<file path="src/rtl/fifo_uart_tx_if.sv">
// ---------------------------------------------------------------------------
// fifo_uart_tx_if
//   Read-port bundle between the 80x8 single-clock FIFO and its serial
//   consumer (fifo_uart_tx).
//
//   Signals
//     fifo_rd     one-cycle pop strobe, driven by the consumer
//     fifo_empty  FIFO empty flag, driven by the FIFO
//     fifo_dout   registered FIFO read data, driven by the FIFO
//
//   Modports
//     master  consumer side (the transmitter): drives fifo_rd
//     slave   FIFO side: drives fifo_empty and fifo_dout
// ---------------------------------------------------------------------------
interface fifo_uart_tx_if;
    logic       fifo_rd;
    logic       fifo_empty;
    logic [7:0] fifo_dout;

    modport master (
        output fifo_rd,
        input  fifo_empty,
        input  fifo_dout
    );

    modport slave (
        input  fifo_rd,
        output fifo_empty,
        output fifo_dout
    );
endinterface

</file>
<file path="src/rtl/fifo_uart_tx.sv">
// ---------------------------------------------------------------------------
// fifo_uart_tx
//   FIFO-draining serial transmitter. Whenever it is enabled and the FIFO
//   is non-empty it pops one byte, waits for the registered FIFO read data,
//   and sends the byte as an asynchronous UART frame: one start bit, eight
//   data bits LSB first, an optional parity bit and one or two stop bits.
//
//   Parameters
//     CLKS_PER_BIT  clk cycles per serial bit (4..65535)
//     CNT_W         baud counter width, must hold CLKS_PER_BIT-1
//     RD_LAT        cycles from the fifo_rd cycle to valid fifo_dout (>= 1)
//     PARITY_EN     1 inserts a parity bit after D7
//     PARITY_ODD    0 even parity, 1 odd parity
//     STOP_BITS     number of stop bits, 1 or 2
//
//   Ports
//     clk         system clock, rising edge
//     rst         synchronous reset, active-high
//     enable      1 allows new frames; 0 finishes the current frame then idles
//     fifo        FIFO read port (master modport: fifo_rd out,
//                 fifo_empty / fifo_dout in)
//     tx_serial   serial line, idle high
//     tx_busy     high from the pop cycle through the last stop cycle
//     frame_done  one-cycle pulse in the last cycle of the final stop bit
// ---------------------------------------------------------------------------
module fifo_uart_tx #(
    parameter int CLKS_PER_BIT = 16,
    parameter int CNT_W        = 16,
    parameter int RD_LAT       = 2,
    parameter int PARITY_EN    = 0,
    parameter int PARITY_ODD   = 0,
    parameter int STOP_BITS    = 1
) (
    input  logic                  clk,
    input  logic                  rst,
    input  logic                  enable,
    fifo_uart_tx_if.master        fifo,
    output logic                  tx_serial,
    output logic                  tx_busy,
    output logic                  frame_done
);

    typedef enum logic [2:0] {
        S_IDLE,
        S_POP,
        S_WAIT,
        S_START,
        S_DATA,
        S_PARITY,
        S_STOP
    } state_t;

    localparam logic [CNT_W-1:0] BIT_LAST  = CNT_W'(CLKS_PER_BIT - 1);
    localparam logic [CNT_W-1:0] DONE_CNT  = CNT_W'(CLKS_PER_BIT - 2);
    localparam logic [CNT_W-1:0] WAIT_LAST = CNT_W'(RD_LAT - 1);
    localparam logic [2:0]       STOP_LAST = 3'(STOP_BITS - 1);
    localparam logic             ODD_SEL   = (PARITY_ODD != 0);
    localparam logic             PAR_ON    = (PARITY_EN != 0);

    state_t           state;
    logic [CNT_W-1:0] baud_cnt;
    logic [2:0]       bit_idx;
    logic [7:0]       shift_reg;
    logic             parity_bit;

    // Whole transmitter in one registered FSM. Every output is a flop that
    // is loaded on the edge entering the state it belongs to, so the line
    // value, the pop strobe and the busy flag all line up with the state
    // without any combinational path from inputs.
    //
    // baud_cnt is shared: it times RD_LAT in WAIT and each serial bit in
    // START/DATA/PARITY/STOP, and is cleared on every state or bit change.
    // bit_idx counts data bits in DATA and stop bits in STOP.
    //
    // The shift register drops its LSB after every data bit, so the next
    // line value is always shift_reg[1] at a data-bit boundary. Parity is
    // computed once, from the byte as it is latched.
    //
    // frame_done is loaded one cycle before the final stop cycle so that the
    // registered pulse lands exactly in that last cycle.
    always_ff @(posedge clk) begin
        if (rst) begin
            state        <= S_IDLE;
            baud_cnt     <= '0;
            bit_idx      <= '0;
            shift_reg    <= '0;
            parity_bit   <= 1'b0;
            fifo.fifo_rd <= 1'b0;
            tx_serial    <= 1'b1;
            tx_busy      <= 1'b0;
            frame_done   <= 1'b0;
        end else begin
            fifo.fifo_rd <= 1'b0;
            frame_done   <= 1'b0;

            case (state)
                S_IDLE: begin
                    tx_serial <= 1'b1;
                    tx_busy   <= 1'b0;
                    baud_cnt  <= '0;
                    bit_idx   <= '0;
                    // fifo_empty is only trusted here; IDLE is always at
                    // least two cycles after the previous pop.
                    if (enable && !fifo.fifo_empty) begin
                        state        <= S_POP;
                        fifo.fifo_rd <= 1'b1;
                        tx_busy      <= 1'b1;
                    end
                end

                S_POP: begin
                    state    <= S_WAIT;
                    baud_cnt <= '0;
                end

                S_WAIT: begin
                    if (baud_cnt == WAIT_LAST) begin
                        shift_reg  <= fifo.fifo_dout;
                        parity_bit <= (^fifo.fifo_dout) ^ ODD_SEL;
                        state      <= S_START;
                        tx_serial  <= 1'b0;
                        baud_cnt   <= '0;
                    end else begin
                        baud_cnt <= baud_cnt + 1'b1;
                    end
                end

                S_START: begin
                    if (baud_cnt == BIT_LAST) begin
                        state     <= S_DATA;
                        tx_serial <= shift_reg[0];
                        bit_idx   <= '0;
                        baud_cnt  <= '0;
                    end else begin
                        baud_cnt <= baud_cnt + 1'b1;
                    end
                end

                S_DATA: begin
                    if (baud_cnt == BIT_LAST) begin
                        baud_cnt <= '0;
                        if (bit_idx == 3'd7) begin
                            bit_idx <= '0;
                            if (PAR_ON) begin
                                state     <= S_PARITY;
                                tx_serial <= parity_bit;
                            end else begin
                                state     <= S_STOP;
                                tx_serial <= 1'b1;
                            end
                        end else begin
                            bit_idx   <= bit_idx + 1'b1;
                            shift_reg <= {1'b0, shift_reg[7:1]};
                            tx_serial <= shift_reg[1];
                        end
                    end else begin
                        baud_cnt <= baud_cnt + 1'b1;
                    end
                end

                S_PARITY: begin
                    if (baud_cnt == BIT_LAST) begin
                        state     <= S_STOP;
                        tx_serial <= 1'b1;
                        bit_idx   <= '0;
                        baud_cnt  <= '0;
                    end else begin
                        baud_cnt <= baud_cnt + 1'b1;
                    end
                end

                S_STOP: begin
                    tx_serial <= 1'b1;
                    if (bit_idx == STOP_LAST && baud_cnt == DONE_CNT) begin
                        frame_done <= 1'b1;
                    end
                    if (baud_cnt == BIT_LAST) begin
                        baud_cnt <= '0;
                        if (bit_idx == STOP_LAST) begin
                            state   <= S_IDLE;
                            bit_idx <= '0;
                            tx_busy <= 1'b0;
                        end else begin
                            bit_idx <= bit_idx + 1'b1;
                        end
                    end else begin
                        baud_cnt <= baud_cnt + 1'b1;
                    end
                end

                default: begin
                    state     <= S_IDLE;
                    tx_serial <= 1'b1;
                    tx_busy   <= 1'b0;
                end
            endcase
        end
    end

endmodule

</file>
<file path="src/flat_wrapper.sv">
// flat-port wrapper written by rule: the top's interface ports become plain ports
module fifo_uart_tx_flat 
#(
    parameter int CLKS_PER_BIT = 16,
    parameter int CNT_W        = 16,
    parameter int RD_LAT       = 2,
    parameter int PARITY_EN    = 0,
    parameter int PARITY_ODD   = 0,
    parameter int STOP_BITS    = 1
)
  (clk, rst, enable, tx_serial, tx_busy, frame_done, fifo_fifo_rd, fifo_fifo_empty, fifo_fifo_dout);
  fifo_uart_tx_if fifo_i ();
  input  logic clk;
  input  logic rst;
  input  logic enable;
  output logic tx_serial;
  output logic tx_busy;
  output logic frame_done;
  output wire logic [$bits(fifo_i.fifo_rd)-1:0] fifo_fifo_rd;
  input wire logic [$bits(fifo_i.fifo_empty)-1:0] fifo_fifo_empty;
  input wire logic [$bits(fifo_i.fifo_dout)-1:0] fifo_fifo_dout;
  assign fifo_fifo_rd = fifo_i.fifo_rd;
  assign fifo_i.fifo_empty = fifo_fifo_empty;
  assign fifo_i.fifo_dout = fifo_fifo_dout;
  fifo_uart_tx #(.CLKS_PER_BIT(CLKS_PER_BIT), .CNT_W(CNT_W), .RD_LAT(RD_LAT), .PARITY_EN(PARITY_EN), .PARITY_ODD(PARITY_ODD), .STOP_BITS(STOP_BITS)) u_core (.clk(clk), .rst(rst), .enable(enable), .fifo(fifo_i), .tx_serial(tx_serial), .tx_busy(tx_busy), .frame_done(frame_done));
endmodule
</file>
<file path="config.mk">
export PLATFORM = sky130hd
export DESIGN_NAME = fifo_uart_tx_flat
export DESIGN_NICKNAME = d
export VERILOG_FILES = /design/src/rtl/fifo_uart_tx_if.sv /design/src/rtl/fifo_uart_tx.sv /design/src/flat_wrapper.sv
export SDC_FILE = /design/constraint.sdc
export NUM_CORES = 1
export LEC_CHECK = 0
export BUFFER_PORTS_ARGS = -buffer_cell sky130_fd_sc_hd__buf_2
export CAP_MARGIN = 20
export CORE_MARGIN = 3
export CORE_UTILIZATION = 55
export CTS_CLUSTER_DIAMETER = 150
export DETAILED_ROUTE_END_ITERATION = 7
export PLACE_DENSITY = 0.76
export SLEW_MARGIN = 20
export SYNTH_ARGS = -nofsm -noshare
export SYNTH_HDL_FRONTEND = slang
export SYNTH_SLANG_ARGS = --single-unit
</file>
<file path="constraint.sdc">
create_clock -name clk -period 5.4 [get_ports clk]
set_clock_uncertainty 0.15 [all_clocks]
set_input_delay 0 -clock clk [delete_from_list [all_inputs] [get_ports clk]]
set_output_delay 0 -clock clk [all_outputs]
set_load 0.005 [all_outputs]
</file>
==> flow_metrics.py <==
metrics = {
    "power_and_ir_drop": {
        "switchingPower_uw": 163,
        "p_per_area_nw_per_um2": 264,
        "pwr-share-comb_pct": 19.0,
        "p_int_uw": 404,
        "swShare_pct": 28.7,
        "max-vdd-ir-drop_mv": 0.186,
        "seqPwrFrac_pct": 49.6,
        "power_leakage_nw": 0.801,
        "pwr-share-clk_pct": 31.4,
    },
    "drt": {
        "drc": 0,
        "viasPerCell": 5.87,
        "vias": 1639,
        "wl_um": 4110,
        "drtAntennaViolNets": 0,
        "routedWlPerCell_um": 14.7,
        "drtIter0Drc": 122,
        "drt_first_pass_iters": 4,
    },
    "setup_path": {
        "cp-start-kind": "register",
        "worstPathRequired_ns": 5.55,
        "path_max_fanout": 16,
        "path_class": "reg2reg",
        "worst_r2r_path_depth": 6,
        "arrival_ns": 3.66,
        "critPathCaptureType": "register",
    },
    "placed_design": {
        "finalWeightedCongestion": 0.814,
        "io_buffer_count": 15,
        "placedInstanceArea_um2": 1890,
        "hpwl_um": 2740,
    },
    "logic_synthesis": {
        "syn_inst": 205,
        "ys_seq_area_share_pct": 37.4,
        "synth_top_area_cell": "dfxtp_1",
        "synthDominantCellAreaShare_pct": 37.4,
        "syn-num-nets": 223,
        "synthArstFlopShare_pct": 0,
        "yosysUniqueCellTypes": 51,
        "synth_edf_count": 0,
        "ys_warn_count": 0,
        "avgSynthCellArea_um2": 8.89,
        "netlist_top_cells_area": "dfxtp_1 37%, mux2i_1 4.4%, xor2_1 4.3%",
        "ys_ff_latch": 34,
        "synthesis.area_um2": 1820,
        "synth_top_flop_cell": "dfxtp_1",
    },
    "sta": {
        "slew_violations": 0,
        "tightest_slew_ns": 0.962,
        "finalCritPeriodShare_pct": 65.1,
        "maxSlewHeadroom_pct": 35.3,
        "rsz0062_at_grt": "no",
        "hold_viol": 0,
        "min_period_ns": 3.51,
        "finalSetupTns_ns": 0,
        "max_freq_ghz": 0.285,
        "setup_violations": 0,
    },
    "clock_network": {
        "numCtsBuffers": 5,
        "clock_path_buffers": 2,
        "cts_tree": "built",
        "cts_sinks": 34,
        "clock-root-buffer": "clkbuf_4",
        "insertion_delay_ns": 0.35,
        "clkTransAtPathRegs_ns": 0.11,
        "htree_levels": 2,
    },
    "floorplanning": {
        "num_io_pins": 16,
        "die_area_um2": 4040,
        "start_util_pct": 58.7,
        "fp.coreArea_um2": 3100,
        "die_x_um": 63.6,
        "rows": 20,
        "die_y_um": 63.6,
    },
    "cells_and_area": {
        "nFillCells": 258,
        "final_common_cell": "dfxtp_1",
        "diodes": 0,
        "nets": 252,
        "area_growth_pct": 18.1,
        "final_util_pct": 69.3,
        "drive_above_1_share_pct": 14.5,
        "largest_reg_flops": 16,
        "final_area_um2": 2150,
        "mostFrequentLayoutCells": "34 x dfxtp_1, 20 x nor2_1, 18 x dlygate4sd3_1",
    },
    "worst_hold_path": {
        "hp-class": "reg2reg",
        "hold_depth": 2,
    },
    "global_routing": {
        "grt_usage_pct": 22.4,
        "antenna_found_initial": 0,
        "grt_max_degree": 20,
        "grt_pass1_wl_um": 7160,
        "grt_pass1_vias": 1607,
        "gr-total-overflow": 0,
    },
    "outcome": {
        "status": "completed",
    },
    "flow_run": {
        "cap_violations": 0,
    },
}
==> stage by stage <==
step                      hold slack [ns]  total power [mW]  std cells  setup WS, ns
after floorplan                    0.0297             0.360        205          2.91
after detailed placement            0.156             0.376        253          2.62
final                               0.359             0.567        279          1.89
after CTS                           0.365             0.567        279          2.07
after global placement              0.153             0.370        253          2.71
after global routing                0.404             0.598        279          1.79
==> synth_stat cells (4+ instances only) <==
cell	instances
nand2b_1	6
nand2_1	13
clkbuf_1	7
mux2i_1	8
nor3_1	7
dfxtp_1	34
nand3_1	6
nand4_1	4
o21ai_0	4
xor2_1	9
inv_1	9
a21oi_1	10
ha_1	6
nor4_1	4
nor2_1	20
xnor2_1	6
a311oi_1	6
==> layout make-up <==
type	count	area (um2)	area share [%]
inverter	9	33.8	1.57
multi-input combinational	151	1050	48.7
tap	44	55.1	2.56
sequential	34	681	31.6
clock buffer	8	78.8	3.66
timing repair buffer	33	255	11.9
==> power by group through the flow <==
stage	Combinational [mW]	Clock (mW)	Sequential, mW
after floorplan	0.0811	0	0.279
after global placement	0.0855	0	0.285
after detailed placement	0.0895	0	0.286
after CTS	0.105	0.181	0.281
after global routing	0.119	0.196	0.283
final	0.108	0.178	0.281
==> cell families (layout without fill, tap and decap cells) <==
kind of cell	count (synthesis)	after routing	synth area share, %
AOI/OAI and AO/OA	43	43	18.0
xor gates and xnor gates	15	15	7.21
adders and majority gates	7	7	4.67
buffers and inverters	20	50	5.15
DFF	34	34	37.4
muxes	8	8	4.40
and+or+nand+nor	78	78	23.2
==> per-layer routing <==
layer	GRT usage (%)	up-vias	part of all wire (%)
li1	-	808	-
met1	26.8	777	44
met2	37.7	46	49
met3	6.42	8	5.7
met4	8.63	0	1.5
met5	0	-	0
==> what timing repair did <==
action	CTS	global route
endpoints found under the hold margin	16	0
buffers inserted	0	0
hold buffers	18	0
gates resized for setup	0	0
==> final timing paths <==
kind / start / endpoint / slack, ns
setup / recovery: u_core.baud_cnt[8]$_SDFFE_PP0P_ / u_core.shift_reg[4]$_SDFFE_PP0P_ / 1.89
hold reg to reg: u_core.bit_idx[1]$_SDFFE_PP0P_ / u_core.bit_idx[1]$_SDFFE_PP0P_ / 0.36
setup reg to reg: u_core.baud_cnt[8]$_SDFFE_PP0P_ / u_core.shift_reg[4]$_SDFFE_PP0P_ / 1.89
hold / removal: u_core.bit_idx[1]$_SDFFE_PP0P_ / u_core.bit_idx[1]$_SDFFE_PP0P_ / 0.36
==> worst max-delay path, stage by stage (launching register included) <==
cell	delay, ns
dfxtp_1	0.37
or4_4	0.57
or4_4	0.60
o31ai_4	0.63
a21oi_1	0.20
a311oi_1	0.34
dlygate4sd3_1	0.59
(Power assumes the default switching activity.)
